File: src/rtl/dmem_arbiter.sv
// rtl/dmem_arbiter.sv - two-port data-memory arbiter (pipeline port A, loader/debug port B)
// One transaction in flight; ties alternate, and a BUSY timeout completes the access with an error.
module dmem_arbiter #(
    parameter int ADDR_W  = 32,
    parameter int DATA_W  = 32,
    parameter int TIMEOUT = 16
) (
    input  logic              clk_i,
    input  logic              rst_i,

    input  logic              a_req_i,
    input  logic              a_we_i,
    input  logic [ADDR_W-1:0] a_addr_i,
    input  logic [DATA_W-1:0] a_wdata_i,
    output logic              a_ack_o,
    output logic              a_err_o,
    output logic [DATA_W-1:0] a_rdata_o,
    output logic              a_stall_o,

    input  logic              b_req_i,
    input  logic              b_we_i,
    input  logic [ADDR_W-1:0] b_addr_i,
    input  logic [DATA_W-1:0] b_wdata_i,
    output logic              b_ack_o,
    output logic              b_err_o,
    output logic [DATA_W-1:0] b_rdata_o,

    output logic              mem_req_o,
    output logic              mem_we_o,
    output logic [ADDR_W-1:0] mem_addr_o,
    output logic [DATA_W-1:0] mem_wdata_o,
    input  logic              mem_ack_i,
    input  logic [DATA_W-1:0] mem_rdata_i
);

    typedef enum logic [1:0] {
        ST_IDLE,
        ST_BUSY,
        ST_RESP
    } state_e;

    localparam logic       OWN_A    = 1'b0;
    localparam logic       OWN_B    = 1'b1;
    localparam logic [7:0] CNT_LAST = 8'(TIMEOUT - 1);

    state_e              state_q, state_d;
    logic                owner_q, owner_d;
    logic                last_grant_q, last_grant_d;
    logic                we_q, we_d;
    logic [ADDR_W-1:0]   addr_q, addr_d;
    logic [DATA_W-1:0]   wdata_q, wdata_d;
    logic [7:0]          cnt_q, cnt_d;
    logic                err_q, err_d;
    logic [DATA_W-1:0]   a_rdata_q, a_rdata_d;
    logic [DATA_W-1:0]   b_rdata_q, b_rdata_d;
    logic                grant;

    always_ff @(posedge clk_i or posedge rst_i) begin
        if (rst_i) begin
            state_q      <= ST_IDLE;
            owner_q      <= OWN_A;
            last_grant_q <= OWN_B;
            we_q         <= 1'b0;
            addr_q       <= '0;
            wdata_q      <= '0;
            cnt_q        <= '0;
            err_q        <= 1'b0;
            a_rdata_q    <= '0;
            b_rdata_q    <= '0;
        end else begin
            state_q      <= state_d;
            owner_q      <= owner_d;
            last_grant_q <= last_grant_d;
            we_q         <= we_d;
            addr_q       <= addr_d;
            wdata_q      <= wdata_d;
            cnt_q        <= cnt_d;
            err_q        <= err_d;
            a_rdata_q    <= a_rdata_d;
            b_rdata_q    <= b_rdata_d;
        end
    end

    always_comb begin
        state_d      = state_q;
        owner_d      = owner_q;
        last_grant_d = last_grant_q;
        we_d         = we_q;
        addr_d       = addr_q;
        wdata_d      = wdata_q;
        cnt_d        = cnt_q;
        err_d        = err_q;
        a_rdata_d    = a_rdata_q;
        b_rdata_d    = b_rdata_q;
        grant        = OWN_A;

        unique case (state_q)
            ST_IDLE: begin
                if (a_req_i || b_req_i) begin
                    // On a tie the port that did not win last time gets the memory.
                    if (a_req_i && b_req_i) begin
                        grant = (last_grant_q == OWN_A) ? OWN_B : OWN_A;
                    end else begin
                        grant = b_req_i ? OWN_B : OWN_A;
                    end
                    owner_d      = grant;
                    last_grant_d = grant;
                    we_d         = (grant == OWN_B) ? b_we_i    : a_we_i;
                    addr_d       = (grant == OWN_B) ? b_addr_i  : a_addr_i;
                    wdata_d      = (grant == OWN_B) ? b_wdata_i : a_wdata_i;
                    cnt_d        = '0;
                    err_d        = 1'b0;
                    state_d      = ST_BUSY;
                end
            end
            ST_BUSY: begin
                if (mem_ack_i) begin
                    err_d   = 1'b0;
                    state_d = ST_RESP;
                    if (!we_q) begin
                        if (owner_q == OWN_B) b_rdata_d = mem_rdata_i;
                        else                  a_rdata_d = mem_rdata_i;
                    end
                end else if (cnt_q == CNT_LAST) begin
                    err_d   = 1'b1;
                    state_d = ST_RESP;
                    if (owner_q == OWN_B) b_rdata_d = '0;
                    else                  a_rdata_d = '0;
                end else begin
                    cnt_d = cnt_q + 8'd1;
                end
            end
            ST_RESP: begin
                state_d = ST_IDLE;
            end
            default: begin
                state_d = ST_IDLE;
            end
        endcase
    end

    assign mem_req_o   = (state_q == ST_BUSY);
    assign mem_we_o    = (state_q == ST_BUSY) && we_q;
    assign mem_addr_o  = addr_q;
    assign mem_wdata_o = wdata_q;

    assign a_ack_o   = (state_q == ST_RESP) && (owner_q == OWN_A);
    assign b_ack_o   = (state_q == ST_RESP) && (owner_q == OWN_B);
    assign a_err_o   = a_ack_o && err_q;
    assign b_err_o   = b_ack_o && err_q;
    assign a_rdata_o = a_rdata_q;
    assign b_rdata_o = b_rdata_q;
    assign a_stall_o = a_req_i && !a_ack_o;

endmodule

File: config.mk
export PLATFORM = sky130hd
export DESIGN_NAME = dmem_arbiter
export DESIGN_NICKNAME = d
export VERILOG_FILES = /design/src/rtl/dmem_arbiter.sv
export SDC_FILE = /design/constraint.sdc
export NUM_CORES = 1
export LEC_CHECK = 0
export ABC_CLOCK_PERIOD_IN_PS = 13370
export CAP_MARGIN = 40
export CELL_PAD_IN_SITES_DETAIL_PLACEMENT = 1
export CELL_PAD_IN_SITES_GLOBAL_PLACEMENT = 1
export CORE_MARGIN = 5
export CORE_UTILIZATION = 45
export CTS_CLUSTER_SIZE = 25
export DETAILED_ROUTE_END_ITERATION = 12
export DONT_BUFFER_PORTS = 1
export PLACE_DENSITY = 0.86
export SLEW_MARGIN = 10
export SYNTH_ARGS = -nofsm -noshare
export SYNTH_HDL_FRONTEND = slang
export SYNTH_SLANG_ARGS = --single-unit
File: constraint.sdc
create_clock -name clk_i -period 13.37 [get_ports clk_i]
set_input_delay 2.674 -clock clk_i [delete_from_list [all_inputs] [get_ports clk_i]]
set_output_delay 2.674 -clock clk_i [all_outputs]
set_load 0.01 [all_outputs]
# Yosys cells after proc, flatten, opt, wreduce, memory -nomap -nowiden

Cells that the tools add are included.

Reduce and logical (&&, ||, !) cells: 18
Bitwise gates (word level): 1
Mux-type cells: 30
Equality and inequality tests: 8
$add $sub $neg: 1

Operator list:

| operator                                                        | number |
|---|---|
| 32-bit 2-to-1 mux                                               | 12 |
| 8-bit 2-to-1 mux                                                | 3 |
| 8-bit case mux with 2 select lines                              | 1 |
| 4-bit AND reduction                                             | 3 |
| 1-bit 2-to-1 mux                                                | 9 |
| 8-bit by 1-bit adder with 8-bit output, second input constant   | 1 |
| 8-bit by 4-bit == test with 1-bit output, second input constant | 1 |
| 2-bit != test, second input constant                            | 4 |
| 1-bit logical AND                                               | 7 |
| 2-bit 2-to-1 mux                                                | 3 |
| 2-bit case mux with 2 select lines                              | 1 |
| 2-bit AND reduction                                             | 2 |
| 2-bit nonzero test                                              | 2 |
| 3-bit by 1-bit != test with 1-bit output, second input constant | 1 |
| 3-bit AND reduction                                             | 1 |
| 2-bit by 1-bit == test with 1-bit output, second input constant | 1 |
| 2-bit == test, second input constant                            | 1 |
| 2-bit logical NOT                                               | 1 |
| 1-bit case mux with 2 select lines                              | 1 |
| 1-bit logical NOT                                               | 1 |
| 1-bit logical OR                                                | 1 |
| 1-bit inverter                                                  | 1 |

Output and inout port bits: 135
Bits in registers: 142
Word-level logic and storage cells: 68
Bits of input ports: 167

# Depth between registers and ports, before layout

Gate-level depths: netlist (run 1).

Depth in word-level cells: 5
Gate-level depth with buffers: 7
Gate-level depth less buffers: 5

# Worst setup path after synthesis (run 1)

No wires, ideal clock.

Path kind: input to output
Start: in a_req_i
End: out a_stall_o
Path buffers: 0
Arrival time: 2.871 ns
Required time: 10.696 ns
Stages on the path: 1
Path slack: 7.825 ns
Cell sequence: nor2b_1

Word-level cells in the longest chain between the ends: 1

RTL lines:

| item               | RTL line | source |
|---|---|---|
| start: declaration | 11       | `input logic a_req_i,` |
| 1-bit logical AND  | 153      | `assign a_stall_o = a_req_i && !a_ack_o;` |
| end: declaration   | 18       | `output logic a_stall_o,` |

No other way between the ends.

# Worst setup path in the final report (run 1)

Ends and elaborated chain as after synthesis.

==> impl_metrics.csv, run 1 <==
group,metric,value,unit
floorplanning,die_width,126,um
pwr,power,1.81,mW
grt,grt_pass1_wl,26000,um
critical_path,slowest_delay,0.22,ns
logic_synthesis,synth_top_family_by_area,"compound AO/OA/AOI/OAI gates",
critical_path,cp-start-kind,"input port",
sta,worst_pin_slew,0.657,ns
routing,drt-wirelength-per-cell,24.5,um
sta,finalSetupViolCount,0,
cts,cts_resized,0,
logic_synthesis,synth-edff-count,0,
hold_path,hold_path_class,"flip-flop to flip-flop",
pwr,total_leakage_power,3.01,nW
critical_path,crit_slowest_cell,"nor2b_1",
logic_synthesis,syn_area_per_cell,11.8,um^2
cts,numClockSinks,142,
grt,antenna_found_initial,0,
logic_synthesis,synth_area,0.00604,mm^2
routing,drt_iter0_drc,262,
critical_path,critPathArrivalTime,2.89,ns
cts,clock-root-buffer,"clkbuf_16",
logic_synthesis,synth_xor_area_share,0,%
critical_path,rr_worst_depth,7,
logic_synthesis,synthFlopType,"dfrtp_1",
placement,placed_cell_area,0.00623,mm^2
pwr,ir_worst_vdd,0.105,mV
critical_path,critical_path_class,"input port to primary output",
floorplanning,io_pins,302,
final_layout,nFillCells,1337,
routing,drc_errors,0,
critical_path,endpoint,"a_stall_o",
cts,htree_levels,4,
placement,post-place-ws,7.80,ns
routing,firstDrtPassIters,4,
sta,relSlewSlack,56.2,%
sta,rsz0062_at_grt,"no",
logic_synthesis,synth_cell_types,37,
routing,ant_nets,0,
status,status,"completed",
logic_synthesis,ys_top_cells_by_count,"141 x dfrtp_1, 73 x nand2_1, 69 x o21ai_0, 65 x mux2i_1, 64 x a32o_1",
critical_path,cp_num_buf_inv,0,
cts,clk_transition_reported_paths,0.06,ns
grt,grt_max_degree,109,
logic_synthesis,syn_inst,510,
logic_synthesis,synth_top_area_cell,"dfrtp_1",
logic_synthesis,yosys-mux-area-fraction,10.8,%
cts,cts_buffers,17,
final_layout,drive_gt1_share,10.9,%
critical_path,cp_cell_sequence,"nor2b_1",
logic_synthesis,synthArstFlopShare,100,%
logic_synthesis,synth_most_common_cell,"dfrtp_1",
cts,clk_latency,0.41,ns
logic_synthesis,syn_nets,678,
sta,finClkSkew,0.00877,ns
critical_path,reg2reg_from,"state_q[1]",
placement,hpwlAfterDp,12400,um
sta,maxSlewViolCount,0,
sta,hold_viol_final,0,
critical_path,critPathLaunch,"a_req_i",
critical_path,worstPathMaxFanout,6,
logic_synthesis,seq_area_frac_synth,58.9,%
critical_path,r2r_end,"b_rdata_o[10]",
routing,drt_wl_total,16800,um
critical_path,cp-end-kind,"primary output",
critical_path,path_delay_family,"simple AND/OR/NAND/NOR gates",
pwr,powerDensity,264,mW/mm^2
grt,grt_overflow,0,
final_layout,final_area,0.00687,mm^2
floorplanning,die_y,126,um
sta,fin_crit,5.56,ns
cts,cts_setup_buffers,0,
logic_synthesis,synth-seq-cells,142,
sta,fin_setup_tns,0,ns
routing,vias_per_cell,6.09,
logic_synthesis,synth_adder_area_share,0.207,%
cts,cts_tree,"done",
logic_synthesis,synthSimpleGateAreaFrac,7.85,%
critical_path,rrSetupSlack,11.18,ns
floorplanning,fp.coreArea,0.0132,mm^2
floorplanning,initial_core_util,45.8,%
final_layout,areaGrowthSynthToFinish,13.7,%
final_layout,utilization,52.1,%
logic_synthesis,ys_top_cells_by_area,"dfrtp_1 58%, mux2i_1 11%, a32o_1 11%",
sta,clock.fmax,180,MHz
sta,finalWorstSetupSlack,7.81,ns
critical_path,cp_num_cells,1,
logic_synthesis,synth_top_area_share,58.4,%
logic_synthesis,synth_compound_area_share,18.8,%
routing,vias,4189,
floorplanning,design.die.area,0.0158,mm^2
grt,grt_pass1_vias,4513,
sta,fin_crit_sh,41.6,%
cts,clk_path_buf_depth,2,
grt,grt_use_total,21.0,%
flow_run,cap_violations,0,
cts,cts_hold_buf,0,
placement,place.gp.congestion,0.821,
logic_synthesis,yosysWarningCount,0,
critical_path,worstPathRequired,10.70,ns
placement,portBuffers,0,
final_layout,antennaDiodeCount,0,
final_layout,layout.nets,667,
floorplanning,placementRows,42,
==> per-layer routing <==
layer	track usage [%]	part of all wire, %	up-vias
met1	24.7	37	2059
met3	6.94	8.8	24
met2	36.0	52	229
met4	7.95	2.6	0
li1	-	-	1877
met5	0	0	-
==> worst reg2reg max path, cell delays in order, from the launching register on <==
cell and delay [ns]:
dfrtp_1 0.47, nand2b_1 0.27, inv_2 0.20, and2_1 0.15
buf_4 0.34, o21ai_2 0.10, buf_4 0.26, a32o_1 0.27
==> state kept, by name (all words and copies together) (netlist names) <==
| name | count |
|---|---|
| a_rdata_o | 32 |
| state_q | 2 |
| err_q | 1 |
| mem_wdata_o | 32 |
| owner_q | 1 |
| mem_addr_o | 32 |
| cnt_q | 8 |
| last_grant_q | 1 |
| b_rdata_o | 32 |
| we_q | 1 |
==> report_power, final <==
part / total [mW] / internal (mW) / switching, mW
registers: 0.886 / 0.625 / 0.260
clock network: 0.501 / 0.315 / 0.186
logic: 0.424 / 0.177 / 0.247
==> worst min-delay path by stage <==
stage / start / endpoint / slack, ns / cells after the start
floorplan: cnt_q[7] / cnt_q[7] / 0.44 / 1
global placement: cnt_q[7] / cnt_q[7] / 0.46 / 1
detailed placement: cnt_q[7] / cnt_q[7] / 0.49 / 1
CTS: cnt_q[7] / cnt_q[7] / 0.50 / 1
global route: cnt_q[7] / cnt_q[7] / 0.53 / 1
finish: cnt_q[7] / cnt_q[7] / 0.50 / 1
==> layout make-up <==
cell class | instances | area, um^2 | share of cell area [%]
flip-flops and latches | 142 | 3550 | 51.7
clock buffers | 17 | 425 | 6.19
inverters | 2 | 12.5 | 0.182
clock inverters | 15 | 209 | 3.04
multi-input cells | 325 | 2300 | 33.6
repair buffers | 11 | 143 | 2.08
well taps | 176 | 220 | 3.21
==> stage by stage <==
stage | cells | hold WS [ns]
after detailed placement | 656 | 0.486
final | 688 | 0.502
after global placement | 653 | 0.463
after CTS | 688 | 0.497
after floorplan | 510 | 0.437
after global routing | 688 | 0.534
==> cell usage in the layout (no fill, tap or decap), types with 3 or more instances in the layout <==
cell          n
a21oi_1       3
a31oi_1       6
a32o_1       64
and2_1        4
buf_16        3
buf_4         8
bufinv_16     4
clkbuf_16    17
clkinv_4      3
clkinvlp_4    3
dfrtp_1     141
inv_6         5
mux2i_1      65
nand2_1      73
nand3_1       6
nor2_1        5
nor2b_1       3
o21ai_0      69
o21ai_2       3
==> kinds of logic (layout without fill, tap and decap cells) <==
group / count (synthesis) / in the layout
adder cells (fa/ha/maj): 1 / 1
AO/OA/AOI/OAI: 154 / 154
flip-flops: 142 / 142
buffers and inverters: 43 / 45
AND/OR/NAND/NOR: 105 / 105
multiplexers: 65 / 65
No activity file was read; power rests on OpenSTA's default activity.
==> run 2, diff against run 1 <==
--- a/config.mk
+++ b/config.mk
@@ -5,16 +5,16 @@
 export SDC_FILE = /design/constraint.sdc
 export NUM_CORES = 1
 export LEC_CHECK = 0
-export ABC_CLOCK_PERIOD_IN_PS = 13370
+export ABC_CLOCK_PERIOD_IN_PS = 4900
 export CAP_MARGIN = 40
 export CELL_PAD_IN_SITES_DETAIL_PLACEMENT = 1
 export CELL_PAD_IN_SITES_GLOBAL_PLACEMENT = 1
 export CORE_MARGIN = 5
-export CORE_UTILIZATION = 45
+export CORE_UTILIZATION = 42
 export CTS_CLUSTER_SIZE = 25
 export DETAILED_ROUTE_END_ITERATION = 12
 export DONT_BUFFER_PORTS = 1
-export PLACE_DENSITY = 0.86
+export PLACE_DENSITY = 0.84
 export SLEW_MARGIN = 10
 export SYNTH_ARGS = -nofsm -noshare
 export SYNTH_HDL_FRONTEND = slang
==> constraint.sdc (replaced) <==
create_clock -name clk_i -period 4.9 [get_ports clk_i]
set_input_delay 0.98 -clock clk_i [delete_from_list [all_inputs] [get_ports clk_i]]
set_output_delay 0.98 -clock clk_i [all_outputs]
set_load 0.01 [all_outputs]
==> impl_metrics.csv, run 2 (synthesized netlist as in run 1, its figures left out) <==
group,metric,value,unit
sta,finalSetupViolCount,0,
cts,clk_transition_reported_paths,0.07,ns
sta,finalWorstSetupSlack,2.31,ns
sta,maxSlewViolCount,0,
cts,cts_hold_buf,0,
cts,cts_buffers,17,
critical_path,cp_num_buf_inv,0,
floorplanning,die_y,130,um
grt,grt_use_total,20.1,%
critical_path,critPathLaunch,"state_q[1]",
routing,drt-wirelength-per-cell,24.9,um
routing,top_layer,"met4",
final_layout,ff_latch_area,0.00355,mm^2
critical_path,cp_num_cells,2,
sta,finClkSkew,0.00682,ns
final_layout,mostFrequentLayoutCells,"141 x dfrtp_1, 73 x nand2_1, 69 x o21ai_0",
floorplanning,placementRows,43,
routing,drc_errors,0,
sta,hold_viol_final,0,
sta,fin_crit,2.59,ns
critical_path,reg2reg_from,"state_q[1]",
cts,clk_path_buf_depth,2,
routing,vias,4180,
cts,clk_latency,0.41,ns
floorplanning,initial_core_util,43.2,%
final_layout,nFillCells,1456,
routing,drt_wl_total,17300,um
floorplanning,die_width,130,um
final_layout,drive_gt1_share,11.1,%
placement,portBuffers,0,
grt,grt_pass1_wl,26200,um
cts,cts_resized,0,
cts,numClockSinks,142,
pwr,powerDensity,710,mW/mm^2
grt,grt_max_degree,95,
critical_path,worstPathRequired,3.92,ns
placement,post-place-ws,2.31,ns
routing,firstDrtPassIters,6,
floorplanning,design.die.area,0.0169,mm^2
flow_run,cap_violations,0,
final_layout,final_common_cell,"dfrtp_1",
critical_path,r2r_end,"mem_addr_o[22]",
routing,drt_iter0_drc,190,
cts,clock-root-buffer,"clkbuf_16",
critical_path,slowest_delay,0.48,ns
pwr,ir_worst_vdd,0.327,mV
sta,clock.fmax,387,MHz
placement,place.gp.congestion,0.797,
grt,antenna_found_initial,0,
grt,grt_pass1_vias,4740,
final_layout,layout.nets,668,
routing,wl_met3,1600,um
critical_path,cp-start-kind,"flip-flop",
routing,vias_per_cell,6.03,
routing,wl_met2,9210,um
critical_path,critical_path_class,"flip-flop to primary output",
critical_path,cp-end-kind,"primary output",
pwr,total_leakage_power,3.00,nW
sta,rsz0062_at_grt,"no",
cts,cts_tree,"done",
sta,fin_crit_sh,52.8,%
final_layout,areaGrowthSynthToFinish,13.3,%
routing,ant_nets,0,
placement,hpwlAfterDp,12900,um
final_layout,antennaDiodeCount,0,
grt,grt_overflow,0,
routing,wl_met1,6020,um
critical_path,rr_worst_depth,5,
critical_path,crit_slowest_cell,"nor3b_1",
critical_path,path_delay_family,"simple AND/OR/NAND/NOR gates",
critical_path,critPathArrivalTime,1.61,ns
critical_path,worstPathMaxFanout,8,
hold_path,hold_path_class,"input port to asynchronous set/reset pin",
sta,fin_setup_tns,0,ns
cts,htree_levels,4,
cts,cts_setup_buffers,0,
critical_path,rrSetupSlack,2.68,ns
final_layout,multiInputGateArea,0.00230,mm^2
sta,relSlewSlack,50.1,%
floorplanning,fp.coreArea,0.0140,mm^2
floorplanning,io_pins,302,
status,status,"completed",
sta,worst_pin_slew,0.749,ns
critical_path,cp_cell_sequence,"nor3b_1 -> and2_1",
## run 2: cell types whose count changed in the layout (fill, tap and decap cells not counted), sizes merged
cell | before | now
buf | 11 | 12
clkinvlp | 3 | 1
inv | 6 | 9
bufinv | 4 | 2
clkinv | 4 | 5
## run 2: area by class of cell
type                    instances  share of cell area [%]
well taps                     180                    3.29
repair buffers                 12                    2.12
multi-input cells             325                    33.7
clock inverters                15                    2.56
inverters                       2                   0.183
flip-flops and latches        142                    51.9
clock buffers                  17                    6.22
## run 2: layer usage
metal	track usage, %	up-vias
li1	-	1884
met5	0	-
met1	21.9	2049
met4	7.76	0
met3	6.63	27
met2	36.4	220
## run 2: worst max-delay path by stage
stage                                to  slack, ns
final                           a_err_o       2.31
after CTS                       a_err_o       2.28
after detailed placement  mem_addr_o[3]       2.31
after floorplan            a_rdata_o[0]       0.11
after global placement     a_rdata_o[4]       2.18
after global routing            a_err_o       2.21
## run 2: worst register-to-register path, delay by kind of cell (launching register included)
kind	cells	cell delay [ns]
AOI/OAI and AO/OA	2	0.38
buffers and inverters	2	1.04
DFF	1	0.46
and+or+nand+nor	1	0.16
## run 2: report_power, final
| group | internal, mW | total (mW) | switching (mW) |
|---|---|---|---|
| sequential | 1.71 | 2.41 | 0.706 |
| combinational | 0.475 | 1.14 | 0.669 |
| clock | 0.767 | 1.30 | 0.537 |
| total | 2.95 | 4.86 | 1.91 |
## run 2: through the flow
step	util (%)	cell area [um^2]	instances	power (mW)	hold slack, ns
floorplan	-	6040	510	3.15	0.437
CTS	48.9	6840	693	4.94	0.464
finish	48.9	6840	693	4.86	0.466
global route	48.9	6840	693	5.19	0.480
global placement	44.0	6160	657	3.45	0.466
detailed placement	44.6	6240	661	3.61	0.487
==> run 3, diff against run 2 <==
--- a/config.mk
+++ b/config.mk
@@ -5,7 +5,7 @@
 export SDC_FILE = /design/constraint.sdc
 export NUM_CORES = 1
 export LEC_CHECK = 0
-export ABC_CLOCK_PERIOD_IN_PS = 4900
+export ABC_CLOCK_PERIOD_IN_PS = 2100
 export CAP_MARGIN = 40
 export CELL_PAD_IN_SITES_DETAIL_PLACEMENT = 1
 export CELL_PAD_IN_SITES_GLOBAL_PLACEMENT = 1
==> constraint.sdc (replaced) <==
create_clock -name clk_i -period 2.1 [get_ports clk_i]
set_input_delay 0.42 -clock clk_i [delete_from_list [all_inputs] [get_ports clk_i]]
set_output_delay 0.42 -clock clk_i [all_outputs]
set_load 0.01 [all_outputs]
==> impl_metrics.csv, run 3 (synthesized netlist as in run 1, its figures left out) <==
group,metric,value,unit
status,status,"completed",
cts,cts_resized,0,
routing,drc_errors,0,
placement,hpwlAfterDp,12700,um
cts,htree_levels,4,
sta,clock.fmax,506,MHz
pwr,p_int,7.26,mW
cts,clock-root-buffer,"clkbuf_16",
critical_path,critPathLaunch,"state_q[1]",
cts,clk_path_buf_depth,2,
cts,clk_transition_reported_paths,0.06,ns
routing,drt-wirelength-per-cell,24.9,um
flow_run,cap_violations,0,
final_layout,nFillCells,1465,
cts,clk_latency,0.41,ns
sta,fin_crit,1.97,ns
final_layout,drive_gt1_share,11.3,%
final_layout,layout.nets,670,
sta,worst_pin_slew,0.653,ns
critical_path,crit_slowest_cell,"dfrtp_1",
sta,rsz0062_at_grt,"no",
sta,hold_viol_final,0,
hold_path,hold_path_class,"input port to flip-flop",
critical_path,r2r_end,"b_rdata_o[31]",
final_layout,ff_latch_area,0.00355,mm^2
pwr,switching_share,37.8,%
critical_path,cp_cell_sequence,"nand2b_1 -> inv_2 -> and2_1",
placement,portBuffers,0,
routing,wl_met3,1680,um
critical_path,critical_path_class,"flip-flop to primary output",
critical_path,worstPathMaxFanout,8,
routing,vias,4230,
sta,finalSetupViolCount,0,
final_layout,stdcell_count,695,
placement,place_inst,662,
floorplanning,die_y,130,um
grt,grt_use_total,19.9,%
final_layout,mostFrequentLayoutCells,"141 x dfrtp_1, 73 x nand2_1, 69 x o21ai_0",
routing,vias_per_cell,6.09,
critical_path,worstPathRequired,1.68,ns
routing,drt_wl_total,17300,um
critical_path,critPathArrivalTime,1.55,ns
critical_path,reg2reg_from,"cnt_q[5]",
routing,drt_iter0_drc,208,
routing,wl_met1,6190,um
routing,wl_met2,9100,um
final_layout,final_common_cell,"dfrtp_1",
floorplanning,placementRows,43,
critical_path,slowest_delay,0.47,ns
critical_path,rrSetupSlack,0.18,ns
critical_path,cp_num_buf_inv,1,
final_layout,final_area,0.00692,mm^2
grt,grt_overflow,0,
final_layout,areaGrowthSynthToFinish,14.6,%
sta,finClkSkew,0.00795,ns
critical_path,cp_num_cells,3,
pwr,pwr-share-comb,22.9,%
final_layout,multiInputGateArea,0.00230,mm^2
routing,top_layer,"met4",
sta,fin_crit_sh,94.0,%
routing,firstDrtPassIters,4,
critical_path,rr_worst_depth,5,
hold_path,hold_start,"a_req_i",
sta,relSlewSlack,56.5,%
final_layout,antennaDiodeCount,0,
grt,grt_max_degree,114,
critical_path,cp-end-kind,"primary output",
floorplanning,die_width,130,um
pwr,pwr-share-clk,28.9,%
placement,place.gp.congestion,0.791,
floorplanning,design.die.area,0.0169,mm^2
routing,ant_nets,0,
pwr,power,11.7,mW
floorplanning,fp.coreArea,0.0140,mm^2
grt,antenna_found_initial,0,
floorplanning,initial_core_util,43.2,%
cts,numClockSinks,142,
grt,grt_pass1_vias,4514,
placement,placed_cell_area,0.00624,mm^2
pwr,ir_worst_vdd,0.530,mV
pwr,p_switching,4.41,mW
grt,grt_pass1_wl,25600,um
critical_path,cp-start-kind,"flip-flop",
pwr,total_leakage_power,3.03,nW
critical_path,endpoint,"mem_we_o",
cts,cts_setup_buffers,0,
pwr,seqPwrFrac,48.1,%
pwr,powerDensity,1690,mW/mm^2
sta,maxSlewViolCount,0,
cts,cts_tree,"done",
floorplanning,io_pins,302,
cts,cts_buffers,17,
critical_path,path_delay_family,"simple AND/OR/NAND/NOR gates",
[run 3: cell types whose count changed in the layout (fill, tap and decap cells not counted), sizes merged]
cell / delta
clkinvlp: +3
buf: +1
clkinv: -4
inv: -3
bufinv: +3
clkbuf: +1
dlygate4sd3: +1
[run 3: worst min-delay path by stage]
stage / endpoint / slack [ns] / cells past startpoint
4_1_cts: last_grant_q / 0.05 / 1
6_report: last_grant_q / 0.07 / 1
3_3_place_gp: a_rdata_o[16] / 0.38 / 1
2_1_floorplan: cnt_q[7] / 0.44 / 1
5_1_grt: last_grant_q / 0.05 / 1
3_5_place_dp: a_rdata_o[14] / 0.40 / 1
[run 3: repair_timing]
item / 4_1_cts / 5_1_grt
hold endpoints to repair: 24 / 0
hold buffers: 1 / 0
endpoints found under the setup margin: 0 / 0
[run 3: metrics by stage]
step                utilization, %  worst slack, ns  hold WS (ns)  setup TNS, ns
floorplan                        -          -0.0963         0.437         -13.57
global placement              44.6            0.285         0.381              0
detailed placement            44.6            0.210         0.397              0
CTS                           49.5           0.0805        0.0498              0
global route                  49.5          0.00110        0.0527              0
finish                        49.5            0.125        0.0718              0
[run 3: cell type report]
type | instances | share of cell area, %
flip-flops and latches | 142 | 51.3
well taps | 180 | 3.25
clock inverters | 14 | 3.33
clock buffers | 18 | 6.34
multi-input cells | 325 | 33.3
inverters | 2 | 0.163
repair buffers | 14 | 2.28
[run 3: worst reg2reg max path, delay by kind of cell, from the launching register on]
family	cells	cell delay [ns]
and+or+nand+nor	2	0.76
DFF	1	0.43
AOI/OAI and AO/OA	2	0.37
buffers and inverters	1	0.24
[run 3: power by group through the flow]
stage	Sequential, mW	Combinational, mW	Clock [mW]
2_1_floorplan	5.20	2.16	0
3_3_place_gp	5.62	2.48	0
3_5_place_dp	5.70	2.71	0
4_1_cts	5.67	2.71	3.45
5_1_grt	5.76	3.02	3.58
6_report	5.62	2.67	3.38
[run 3: per-layer routing]
layer	GRT usage, %	vias up
met1	22.6	2082
met5	0	-
met4	6.54	0
met2	35.5	234
li1	-	1891
met3	6.34	23
